[config.mk]
export PLATFORM = sky130hd
export DESIGN_NAME = rsp_merge_n
export DESIGN_NICKNAME = d
export VERILOG_FILES = /design/src/rtl/rsp_merge_n.sv
export SDC_FILE = /design/constraint.sdc
export NUM_CORES = 1
export LEC_CHECK = 0
export ABC_CLOCK_PERIOD_IN_PS = 4500
export CELL_PAD_IN_SITES_DETAIL_PLACEMENT = 2
export CELL_PAD_IN_SITES_GLOBAL_PLACEMENT = 2
export CORE_MARGIN = 5
export CORE_UTILIZATION = 35
export CTS_CLUSTER_SIZE = 25
export DETAILED_ROUTE_END_ITERATION = 16
export GPL_ROUTABILITY_DRIVEN = 0
export PLACE_DENSITY_LB_ADDON = 0.3
export SETUP_SLACK_MARGIN = 0.4
export SYNTH_ARGS = -nofsm -noshare
export SYNTH_HDL_FRONTEND = slang
export SYNTH_SLANG_ARGS = --single-unit
[constraint.sdc]
create_clock -name clk -period 4.5 [get_ports clk]
set_input_delay 0.9 -clock clk [delete_from_list [all_inputs] [get_ports clk]]
set_output_delay 0.9 -clock clk [all_outputs]
set_load 0.02 [all_outputs]
[src/rtl/rsp_merge_n.sv]
// N-channel response merger: each producer channel has its own circular buffer,
// and the buffers are drained round-robin into a single registered FIFO write port.
module rsp_merge_n #(
  parameter int N_CH          = 2,
  parameter int RSP_WIDTH     = 16,
  parameter int DEPTH         = 4,
  parameter int ALMOST_MARGIN = 1,
  localparam int CH_W         = (N_CH > 1) ? $clog2(N_CH) : 1,
  localparam int CNT_W        = $clog2(DEPTH) + 1
) (
  input  logic                     clk,
  input  logic                     rst,
  input  logic [N_CH-1:0]          in_write_en,
  input  logic [N_CH*RSP_WIDTH-1:0] in_data,
  output logic [N_CH-1:0]          ch_almost_full,
  output logic [N_CH-1:0]          ch_overflow,
  output logic                     out_write_en,
  output logic [RSP_WIDTH-1:0]     out_data,
  output logic [CH_W-1:0]          out_ch_id,
  input  logic                     out_almost_full
);

  localparam int PTR_W = (DEPTH > 1) ? $clog2(DEPTH) : 1;
  localparam logic [CNT_W-1:0] DEPTH_C = CNT_W'(DEPTH);
  localparam logic [CNT_W-1:0] AF_TH   = CNT_W'(DEPTH - ALMOST_MARGIN);

  logic [CNT_W-1:0]     count_q  [N_CH];
  logic [CNT_W-1:0]     count_d  [N_CH];
  logic [PTR_W-1:0]     wr_ptr_q [N_CH];
  logic [PTR_W-1:0]     wr_ptr_d [N_CH];
  logic [PTR_W-1:0]     rd_ptr_q [N_CH];
  logic [PTR_W-1:0]     rd_ptr_d [N_CH];
  logic [RSP_WIDTH-1:0] mem_q    [N_CH][DEPTH];
  logic [RSP_WIDTH-1:0] mem_d    [N_CH][DEPTH];

  logic [N_CH-1:0]      ovf_q, ovf_d;
  logic [CH_W-1:0]      last_grant_q, last_grant_d;
  logic                 out_we_q, out_we_d;
  logic [RSP_WIDTH-1:0] out_data_q, out_data_d;
  logic [CH_W-1:0]      out_ch_id_q, out_ch_id_d;

  logic                 pop;
  logic [CH_W-1:0]      grant;
  logic [CH_W-1:0]      cand;
  logic [N_CH-1:0]      pop_vec, push_vec;

  // Round-robin: scan from last_grant+1 and take the first non-empty channel.
  always_comb begin
    pop   = 1'b0;
    grant = '0;
    cand  = '0;
    for (int unsigned k = 1; k <= N_CH; k++) begin
      cand = CH_W'((32'(last_grant_q) + k) % N_CH);
      if (!pop && !out_almost_full && (count_q[cand] != '0)) begin
        pop   = 1'b1;
        grant = cand;
      end
    end
  end

  always_comb begin
    pop_vec  = '0;
    push_vec = '0;
    ovf_d    = ovf_q;
    mem_d    = mem_q;
    for (int unsigned i = 0; i < N_CH; i++) begin
      count_d[i]  = count_q[i];
      wr_ptr_d[i] = wr_ptr_q[i];
      rd_ptr_d[i] = rd_ptr_q[i];
      pop_vec[i]  = pop && (grant == CH_W'(i));
      // A pop in the same cycle frees a slot, so a full channel can still accept.
      push_vec[i] = in_write_en[i] && ((count_q[i] != DEPTH_C) || pop_vec[i]);
      if (in_write_en[i] && !push_vec[i]) begin
        ovf_d[i] = 1'b1;
      end
      if (push_vec[i]) begin
        mem_d[i][wr_ptr_q[i]] = in_data[i*RSP_WIDTH +: RSP_WIDTH];
        wr_ptr_d[i]           = wr_ptr_q[i] + 1'b1;
      end
      if (pop_vec[i]) begin
        rd_ptr_d[i] = rd_ptr_q[i] + 1'b1;
      end
      count_d[i] = count_q[i] + CNT_W'(push_vec[i]) - CNT_W'(pop_vec[i]);
    end
  end

  always_comb begin
    out_we_d     = pop;
    out_data_d   = out_data_q;
    out_ch_id_d  = out_ch_id_q;
    last_grant_d = last_grant_q;
    if (pop) begin
      out_data_d   = mem_q[grant][rd_ptr_q[grant]];
      out_ch_id_d  = grant;
      last_grant_d = grant;
    end
  end

  always_comb begin
    ch_almost_full = '0;
    for (int unsigned i = 0; i < N_CH; i++) begin
      ch_almost_full[i] = (count_q[i] >= AF_TH);
    end
  end

  always_ff @(posedge clk) begin
    if (rst) begin
      for (int unsigned i = 0; i < N_CH; i++) begin
        count_q[i]  <= '0;
        wr_ptr_q[i] <= '0;
        rd_ptr_q[i] <= '0;
      end
      ovf_q        <= '0;
      last_grant_q <= CH_W'(N_CH - 1);
      out_we_q     <= 1'b0;
      out_data_q   <= '0;
      out_ch_id_q  <= '0;
    end else begin
      for (int unsigned i = 0; i < N_CH; i++) begin
        count_q[i]  <= count_d[i];
        wr_ptr_q[i] <= wr_ptr_d[i];
        rd_ptr_q[i] <= rd_ptr_d[i];
      end
      ovf_q        <= ovf_d;
      last_grant_q <= last_grant_d;
      out_we_q     <= out_we_d;
      out_data_q   <= out_data_d;
      out_ch_id_q  <= out_ch_id_d;
    end
  end

  // Payload storage needs no reset: stale entries are unreachable once the pointers clear.
  always_ff @(posedge clk) begin
    mem_q <= mem_d;
  end

  assign ch_overflow  = ovf_q;
  assign out_write_en = out_we_q;
  assign out_data     = out_data_q;
  assign out_ch_id    = out_ch_id_q;

endmodule
==> results.txt, run 1 <==
The run finished with clean final reports. The area added between synthesis and finish is 21.7%. The number of flops mapped to enable cells by yosys is 128. The xor-xnor portion of the synthesized cell area came out at 0.680%. The fill cell total of the finished layout is 1716. The number of setup buffers added after CTS is 0. After legalization and detailed placement, the total HPWL measured 9.98 mm. Entering global routing, the biggest net connects 21 pins.

For the worst-skew pair, the clock arrives at the later sink with an insertion delay of 0.42 ns. The switching share of power came out at 29.7%. STA classifies the critical path startpoint as an input pin. The data arrival time of the worst path came out at 3.00 ns. The repair_antennas step left the layout with diodes totalling 0. The CTS tree is yes. The count of synthesis-stage warnings from yosys is 0. The floorplan die height is 146 um.

The number of synthesized register bits is 164. The average cell area after synthesis came out at 18.5 um^2. The ratio of final minimum period to clock period is 65.6%.

The hold-fix buffer count after cts came out at 0. After detailed routing, the average wire length per cell comes to 22.3 um. The multi-input logic area came out at 1720 um^2.

The final layout net count is 466. In this run, the number of DRC markers left after iteration 0 of detailed routing was 198. The tree is rooted in a sky130_fd_sc_hd__clkbuf_16.

The headroom to the max-slew limit is 36.8%. The via density per instance is 5.03. The total negative setup slack is 0 ns.

At the pin with the least slew margin, the transition time is 0.948 ns. The fraction of the mapped netlist area in adder cells is 3.34%. The number of remaining DRC errors is 0. The initial antenna violation count is 0. The standard-cell row count came out at 49. The proportion of power drawn by the clock network is 31.2%. The internal power of the cells totals 3.24 mW. For this run, the detailed router's first-pass iteration total came to 5.

The final layout contains routed wiring with a total length of 14.6 mm. The hold violation total from the final report is 0. The number of global-route vias before repair was 3844. The net count after synthesis came out at 400. The required time reported for the critical path endpoint came out at 4.54 ns. The number of sinks driven by the clock tree is 164. The quantity of I/O buffers inserted on ports is 58.

The number of buffers on the longest clock path is 2. The power after layout is 4.61 mW. The post-CTS clock slew at the launch and capture registers of the worst setup and hold paths is 0.06 ns. Global routing consumed, over all layers together, 14.5% of the routing resources. The total of cells resized after clock tree synthesis came out at 0. STA classifies the critical path endpoint as a flip-flop. The type of the worst setup path is input pin to flip-flop. The fraction of power consumed by sequential logic is 44.1%. The max-slew violation count came out at 0. The floorplan die area came out at 21200 um^2. The leakage power came out at 2.58 nW. By area, the combinational part of the netlist is dominated by multiplexers. The mux contribution to synthesized area is 14.0%. The number of ports placed on the die boundary came out at 59.

The core area is 18000 um^2. The power density normalized to cell area is 588 nW/um^2. The share of post-route cells with drive strength above 1 is 17.4%. The part of the total power dissipated in combinational logic is 24.7%. Among all flip-flop cells after synthesis, the most frequent one is sky130_fd_sc_hd__edfxtp_1. Counting flops with an async set or reset pin after synthesis yields a share of 0%.

The synthesized netlist cell count came out at 347. The final worst clock skew came out at 0.00687 ns. The detail route stage leaves a number of antenna-violating nets equal to 0. The count of unique library cells instantiated by Yosys came out at 47. Max-cap violations in this run came to 0. The post-synthesis compound-gate area fraction came out at 5.37%. The flip-flop and latch area is 4560 um^2. The maximum vdd drop came out at 0.000303 V. The maximum level of the CTS H-tree is 4. Setup repair after global routing left no endpoint under its margin. The simple-gate portion of the synthesized area came out at 3.36%.

The library cell used most frequently in the layout, excluding fill and tap cells, is sky130_fd_sc_hd__edfxtp_1. The net load switching power is 1.37 mW. The remaining global-route overflow is 0. The final critical delay including setup and external delays came out at 2.95 ns. Leaving out fill and tap cells, the most frequent cells in the layout are sky130_fd_sc_hd__edfxtp_1 (128), sky130_fd_sc_hd__clkdlybuf4s50_1 (58), sky130_fd_sc_hd__dfxtp_1 (36). The number of clock buffers inserted by TritonCTS is 17. Summing every instance area after synthesis gives 6440 um^2. The share of the yosys chip area belonging to registers is 70.9%. Based on the critical path, the design can be clocked at up to 0.339 GHz.

The number of failing setup endpoints in the final timing report is 0. The detailed router placed 3296 vias in this run. The effective utilization at floorplan came out at 35.7%. The maximum net fanout on the critical path is 16.

The tightest min-delay check is of the flip-flop to flip-flop type. Measured along the x axis, the die boundary spans 146 um. The first global-routing pass estimated 23.3 mm of wire.
through the flow:
step	std cells	hold WS (ns)	setup slack [ns]	instance area, um^2	utilization, %
4_1_cts	655	0.466	1.53	7830	43.5
3_3_place_gp	623	0.437	1.22	7260	40.3
5_1_grt	655	0.486	1.40	7830	43.5
2_1_floorplan	347	0.508	1.95	6440	-
6_report	655	0.458	1.55	7830	43.5
3_5_place_dp	623	0.450	1.08	7260	40.3
logic make-up after synthesis:
group | count (synthesis)
multiplexers | 50
AO/OA/AOI/OAI | 41
adder cells (fa/ha/maj) | 16
flip-flops | 164
XOR/XNOR | 5
AND/OR/NAND/NOR | 38
buffers and inverters | 33
power groups by stage:
stage / logic (mW) / clock network (mW) / registers (mW)
3_5_place_dp: 1.17 / 0 / 2.07
2_1_floorplan: 0.726 / 0 / 2.04
3_3_place_gp: 1.12 / 0 / 2.05
6_report: 1.14 / 1.43 / 2.03
4_1_cts: 1.18 / 1.47 / 2.04
5_1_grt: 1.24 / 1.55 / 2.06
synthesized netlist by cell type (2+ instances only):
cell type | count | share of area, %
sky130_fd_sc_hd__mux2i_1 | 17 | 2.6
sky130_fd_sc_hd__o21ai_1 | 2 | 0.16
sky130_fd_sc_hd__fa_1 | 2 | 0.62
sky130_fd_sc_hd__dfxtp_1 | 36 | 11
sky130_fd_sc_hd__a21oi_1 | 6 | 0.47
sky130_fd_sc_hd__clkbuf_1 | 7 | 0.41
sky130_fd_sc_hd__edfxtp_1 | 128 | 60
sky130_fd_sc_hd__xor2_1 | 2 | 0.27
sky130_fd_sc_hd__xnor2_1 | 3 | 0.41
sky130_fd_sc_hd__buf_2 | 5 | 0.39
sky130_fd_sc_hd__nand2_1 | 4 | 0.23
sky130_fd_sc_hd__and2_1 | 8 | 0.78
sky130_fd_sc_hd__o21ai_0 | 2 | 0.16
sky130_fd_sc_hd__nor2b_1 | 3 | 0.29
sky130_fd_sc_hd__ha_1 | 14 | 2.7
sky130_fd_sc_hd__inv_1 | 15 | 0.87
sky130_fd_sc_hd__o2bb2ai_1 | 16 | 2.2
sky130_fd_sc_hd__mux4_2 | 32 | 11
sky130_fd_sc_hd__inv_2 | 2 | 0.12
sky130_fd_sc_hd__o21a_1 | 2 | 0.23
sky130_fd_sc_hd__o311ai_0 | 2 | 0.27
sky130_fd_sc_hd__buf_6 | 2 | 0.35
sky130_fd_sc_hd__nor2_1 | 13 | 0.76
state kept, by name, indices dropped and copies added, names as in the netlist, named ones only:
name,cells
ch_overflow,2
count_q,6
last_grant_q,1
mem_q,128
out_ch_id,1
out_data,16
out_write_en,1
rd_ptr_q,4
wr_ptr_q,4
critical path: stages:
cell and delay (ns):
sky130_fd_sc_hd__clkdlybuf4s50_1 0.69, sky130_fd_sc_hd__a21oi_1 0.31, sky130_fd_sc_hd__o21a_1 0.29, sky130_fd_sc_hd__and2_1 0.80
per-layer routing:
layer / vias up / track usage [%] / share of wire, %
li1: 1507 / - / -
met1: 1708 / 18.0 / 43
met2: 68 / 24.7 / 52
met3: 13 / 4.11 / 3.7
met4: 0 / 4.43 / 1.3
met5: - / 0 / 0
area by class of cell:
type,instances,share of cell area (%)
Inverter,17,0.815
Tap cell,229,3.66
Multi-Input combinational cell,150,22.0
Sequential cell,164,58.3
Timing Repair Buffer,63,7.89
Clock buffer,18,5.48
Clock inverter,14,1.90
final timing paths:
check	start	endpoint	slack, ns	depth (start not counted)
worst max-delay path	out_almost_full	mem_q[34]	1.55	4
worst min-delay path	ch_overflow[1]	ch_overflow[1]	0.46	2
worst max register to register	count_q[0][1]	mem_q[34]	1.81	4
worst min register to register	ch_overflow[1]	ch_overflow[1]	0.46	2
Note: power is estimated with default switching activity, not from simulation.
==> run 2: changes to the inputs <==
ABC_CLOCK_PERIOD_IN_PS = 2800   (was 4500)
clock period = 2.8 ns   (was 4.5 ns; I/O delays follow)
==> results.txt, run 2 (synthesis results as in run 1) <==
The floorplan step set the die height to 146 um. The CTS tree is yes. The via density per instance came out at 5.05. STA classifies the critical path endpoint as a flip-flop. The remaining global-route overflow came out at 0. The hold-fix buffer count after cts came out at 0. Counting flops per register, the top entry is mem_q.

The final critical delay including setup and external delays came out at 2.35 ns. The remaining antenna violation count came out at 0. The power after layout came out at 7.55 mW. The post-CTS clock slew at the launch and capture registers of the worst setup and hold paths is 0.06 ns. The headroom to the max-slew limit came out at 38.6%. The number of global-route vias before repair is 3974.

The first-pass GRT wire length came out at 23.6 mm. The top cell types in the final layout, fill and taps aside, are sky130_fd_sc_hd__edfxtp_1 (128), sky130_fd_sc_hd__clkdlybuf4s50_1 (56), sky130_fd_sc_hd__dfxtp_1 (33). The hold violation total from the final report came to 0. The iteration-0 DRC count of the detailed router came out at 161. The repair_antennas step left the layout with diodes totalling 0. For this run, the slowest stage of the critical path takes 0.56 ns.

The part of the total power dissipated in combinational logic came out at 26.4%. CTS built an H-tree with a depth of 4. Setup repair after global routing could not meet its margin everywhere.

The effective utilization at floorplan is 35.7%. The number of failing setup endpoints in the final timing report came out at 0. The floorplan has 49 rows. The critical path in this run is classified as flip-flop to flip-flop. Setup total negative slack on the finished layout was measured at 0 ns.

The ratio of final minimum period to clock period is 84.1%. The final worst clock skew came out at 0.00875 ns. The insertion delay to the later sink of the worst-skew pair came out at 0.42 ns. The number of flip-flops under the largest register name came out at 128. At the pin with the least slew margin, the transition time is 0.919 ns.

The total via count in the routed design is 3391. The worst setup path is launched from a flip-flop. The total wire length after detailed routing came out at 14.7 mm. IR analysis of the VDD net gives a maximum drop of 0.000395 V. The internal portion of the total power is 5.38 mW.

The slowest stage of the critical path is the sky130_fd_sc_hd__or4b_4 cell. For the worst setup path, the data required time is 3.11 ns. The area added between synthesis and finish came out at 25.9%. The die span in x came out at 146 um. The core area came out at 18000 um^2.

Net switching is 28.7% of the power. The initial antenna violation count is 0. The quantity of I/O buffers inserted on ports is 58. After routing the design area is 8100 um^2. The number of sinks driven by the clock tree is 164. The fmax came out at 0.425 GHz.

The maximum number of pins on one net before global-route repair came out at 21. The total routing usage reported by global routing is 14.7%. In the final design database the tool counted 483 nets.

The share of total power dissipated in sequential elements is 43.0%. Before antenna repair, the detailed router went through 4 iterations. The number of clock buffers inserted by TritonCTS came out at 17. The floorplan die area came out at 21200 um^2. The number of ports placed on the die boundary is 59.

The clock network burns 30.5% of the power. The cell at the root of the clock tree is sky130_fd_sc_hd__clkbuf_16. The maximum net fanout on the critical path is 4.

The power density normalized to cell area is 932 nW/um^2. The most common cell after layout, fill and taps aside is sky130_fd_sc_hd__edfxtp_1. The run finished with clean final reports. The number of remaining DRC errors came out at 0. The number of buffers on the longest clock path came out at 2.

The path class of the tightest hold or removal check is flip-flop to flip-flop. The share of post-route cells with drive strength above 1 is 21.9%. The net load switching power is 2.17 mW. The max-slew violation count was 0.

At the worst endpoint, the arrival time is 2.67 ns. Traced cell by cell, the critical path runs through or4b_4, a211oi_4, ha_1, inv_1, ha_1, inv_1, fa_2, nor2_1. The half-perimeter wire length of the detailed placement result came out at 10.0 mm.

After detailed routing, the average wire length per cell comes to 21.9 um. The leakage power came out at 2.69 nW. The instance area after placement is 7470 um^2.

The final hold slack is 0.465 ns. Max-cap violations in this run came to 0.
-- run 2: cell types whose count changed in the layout (fill, tap and decap cells not counted), sizes merged --
cell / before / now
clkinv: 5 / 8
dlygate4sd2: 0 / 2
clkbuf: 18 / 17
clkdlybuf4s50: 58 / 56
clkinvlp: 0 / 3
inv: 24 / 18
bufinv: 2 / 3
buf: 5 / 22
-- run 2: path summary, 6_finish.rpt --
check	from	slack [ns]	end	depth (start not counted)
setup / recovery	count_q[0][1]	0.45	count_q[1][1]	8
hold / removal	ch_overflow[1]	0.46	ch_overflow[1]	2
setup reg to reg	count_q[0][1]	0.45	count_q[1][1]	8
hold reg to reg	ch_overflow[1]	0.46	ch_overflow[1]	2
-- run 2: area by class of cell --
class | count | area (um^2)
sequential | 164 | 4570
clock inverter | 15 | 163
timing repair buffer | 80 | 856
multi-input combinational | 150 | 1740
tap | 229 | 287
clock buffer | 17 | 425
fill | 1685 | 9920
inverter | 17 | 63.8
-- run 2: repair_timing --
item | CTS | global route
endpoints found under the hold margin | 0 | 0
pin swaps | 3 | 8
resized for setup | 3 | 5
setup endpoints to repair | 4 | 4
buffers inserted | 2 | 2
-- run 2: per-stage QoR --
step / util [%] / instances / worst slack, ns
final: 45.0 / 672 / 0.445
after global routing: 45.0 / 672 / 0.327
after CTS: 44.8 / 670 / 0.375
after detailed placement: 41.5 / 636 / 0.0954
after global placement: 41.5 / 636 / 0.194
after floorplan: - / 347 / 0.381
-- run 2: power groups by stage --
stage / clock (mW) / sequential (mW) / combinational (mW)
after global placement: 0 / 3.27 / 1.93
after CTS: 2.37 / 3.25 / 2.03
after global routing: 2.49 / 3.29 / 2.19
final: 2.31 / 3.25 / 1.99
after detailed placement: 0 / 3.30 / 2.01
after floorplan: 0 / 3.28 / 1.18
-- run 2: critical path, delay by kind of cell, from the launching register on --
kind                     cells  cell delay (ns)
buffers and inverters        2             0.11
flip-flops                   1             0.35
AND/OR/NAND/NOR              2             0.61
AO/OA/AOI/OAI                1             0.27
adder cells (fa/ha/maj)      3             0.91
-- run 2: per-layer routing --
layer | up-vias | global-route usage (%) | share of wire (%)
met4 | 0 | 5.36 | 2.0
met1 | 1760 | 17.9 | 42
met3 | 18 | 4.08 | 4.0
met2 | 71 | 25.0 | 52
li1 | 1542 | - | -
met5 | - | 0 | 0
==> run 3: changes to the inputs <==
ABC_CLOCK_PERIOD_IN_PS = 2300   (was 2800)
clock period = 2.3 ns   (was 2.8 ns; I/O delays follow)
==> results.txt, run 3 (synthesis results as in run 1) <==
TritonCTS built the clock tree. The filler cells instantiated in the layout total 1662. The maximum net fanout on the critical path is 2.

Detailed placement ended at an HPWL of 10.2 mm. The maximum vdd drop is 0.000638 V. The standard-cell row count came out at 49. CTS saw 164 sinks.

The remaining global-route overflow came out at 0. In this design, the largest share of critical-path delay is due to adder cells. The post-CTS clock slew at the launch and capture registers of the worst setup and hold paths came out at 0.07 ns. The tightest min-delay check is of the flip-flop to flip-flop type. The number of flip-flops under the largest register name came out at 128.

The slowest stage of the critical path is the sky130_fd_sc_hd__or4_4 cell. The max-slew violation count is 0. The maximum level of the CTS H-tree came out at 4.

The number of failing setup endpoints in the final timing report is 2. The worst setup path is of the flip-flop to flip-flop kind. The final layout net count came out at 513. In this run the vertical extent of the chip is 146 um. After detailed placement, the design holds a cell count of 642. The met2 global-route usage is 26.1%. The global routing stage identified its most utilized layer as met2. The leakage power is 2.96 nW.

The power density normalized to cell area came out at 1130 nW/um^2. Timing would allow up to 0.427 GHz. The number of buffers on the longest clock path came out at 2. The via density per instance is 5.15. The count of inserted antenna diode cells came out at 0. The count of nets left with antenna violations once routing finished came out at 0.

The total routing usage reported by global routing is 16.0%. The final instance area is 8520 um^2. After layout, the worst setup slack is -0.0394 ns.

The largest stage delay on the critical path came out at 0.56 ns. The final route contains 3607 vias. The worst setup path is captured at a flip-flop.

The critical path startpoint category is a flip-flop. The number of buffer and inverter stages on the critical path came out at 2. The detailed-routing iteration count for the pre-antenna-repair pass came out at 4.

The required time reported for the critical path endpoint is 2.61 ns. Measured against its own limit, the worst slew margin works out to 61.1%. The die is 146 um wide.

The number of ports placed on the die boundary came out at 59. The most common cell after layout, fill and taps aside is sky130_fd_sc_hd__edfxtp_1. The number of remaining DRC errors is 0. The cell at the root of the clock tree is sky130_fd_sc_hd__clkbuf_16.

In the global route stage, met3 resource usage came out at 4.98%. The hold-fix buffer count after cts came out at 0. The max-capacitance violation count came out at 0.

The number of global-route vias before repair came out at 4081. Once the floorplan was initialized, standard cells occupied 35.7% of the core. Setup repair after global routing could not meet its margin everywhere. The ratio of final minimum period to clock period is 102%.

The final worst clock skew came out at 0.0136 ns. At the later pin of the worst-skew pair, clock insertion delay measures 0.43 ns. The most numerous cell type found on the critical path is sky130_fd_sc_hd__inv_2. The number of standard cells in the final layout excluding fillers came out at 701. The area added between synthesis and finish is 32.4%. In the layout the commonest cells are sky130_fd_sc_hd__edfxtp_1 (128), sky130_fd_sc_hd__clkdlybuf4s50_1 (43), sky130_fd_sc_hd__mux4_2 (32). More flip-flops sit in one register than any other, and that register is mem_q. The number of clock buffers inserted by TritonCTS came out at 17.

The post-detailed-route wirelength per cell came out at 23.8 um. For this run, global-route usage on met1 was measured as 20.8%. The flow ran to the end, but the final reports show violations. The hold violation total from the final report is 0. The maximum number of pins on one net before global-route repair came out at 20. The instance area after placement came out at 7450 um^2.

The total wire length after detailed routing is 16.7 mm. The quantity of I/O buffers inserted on ports is 58. The final critical delay including setup and external delays is 2.34 ns.

The initial antenna violation count came out at 0. The measured slew at the worst slew-check pin came out at 0.575 ns. The share of post-route cells with drive strength above 1 is 33.5%. The floorplan die area is 21200 um^2. In this run the standard cell core region covers 18000 um^2. The pre-CTS worst setup slack is -0.193 ns. The iteration-0 DRC count of the detailed router came out at 207.

The final reports fail on negative setup slack. The first-pass GRT wire length came out at 25.5 mm. Walking the worst path, the cells encountered are or4_4, a211oi_4, ha_1, inv_2, ha_4, inv_2, fa_2, nor2_1. The data arrival time of the worst path is 2.65 ns.
==> run 3: layer usage <==
metal / wire (um) / vias to the layer above / part of all wire, %
met5: 0 / - / 0
met2: 8640 / 89 / 52
met4: 240 / 0 / 1.4
met3: 719 / 18 / 4.3
met1: 7110 / 1898 / 43
li1: - / 1602 / -
==> run 3: repair_timing <==
action | in CTS | in global routing
resized for setup | 45 | 30
setup buffers | 15 | 5
pin swaps | 14 | 12
gates cloned | 7 | 1
endpoints found under the setup margin | 165 | 162
==> run 3: report_power, final <==
part	switching, mW	total [mW]	internal (mW)
combinational	1.58	3.20	1.61
sequential	0.223	3.87	3.65
clock	1.13	2.59	1.46
==> run 3: path summary, 6_finish.rpt <==
| check | start | end | slack (ns) | cells past startpoint |
|---|---|---|---|---|
| worst max-delay path | count_q[1][1] | count_q[0][1] | -0.04 | 8 |
| worst min-delay path | ch_overflow[1] | ch_overflow[1] | 0.45 | 2 |
| worst max register to register | count_q[1][1] | count_q[0][1] | -0.04 | 8 |
| worst min register to register | ch_overflow[1] | ch_overflow[1] | 0.45 | 2 |
==> run 3: cell type report <==
cell class / instances / area [um^2] / area share, %
inverter: 17 / 63.8 / 0.749
clock inverter: 12 / 91.3 / 1.07
multi-input combinational: 155 / 1950 / 22.8
timing repair buffer: 105 / 1130 / 13.2
clock buffer: 19 / 433 / 5.08
tap: 229 / 287 / 3.36
sequential: 164 / 4570 / 53.7
==> run 3: stage by stage <==
stage                     utilization, %  TNS, ns  power (mW)  hold WS, ns
final                               47.3  -0.0486        9.65        0.455
after global routing                47.3   -0.853        10.1        0.485
after CTS                           46.1  -0.0143        9.43        0.464
after detailed placement            41.4   -10.84        6.55        0.448
after global placement              41.4    -5.64        6.41        0.440
after floorplan                        -   -0.161        5.48        0.506
==> run 3: worst reg2reg max path, delay by kind of cell (launching register included) <==
kind,cells,cell delay (ns)
compound gates,1,0.28
flops,1,0.33
fa+ha+maj,3,0.91
simple gates,2,0.60
buf+inv,2,0.10
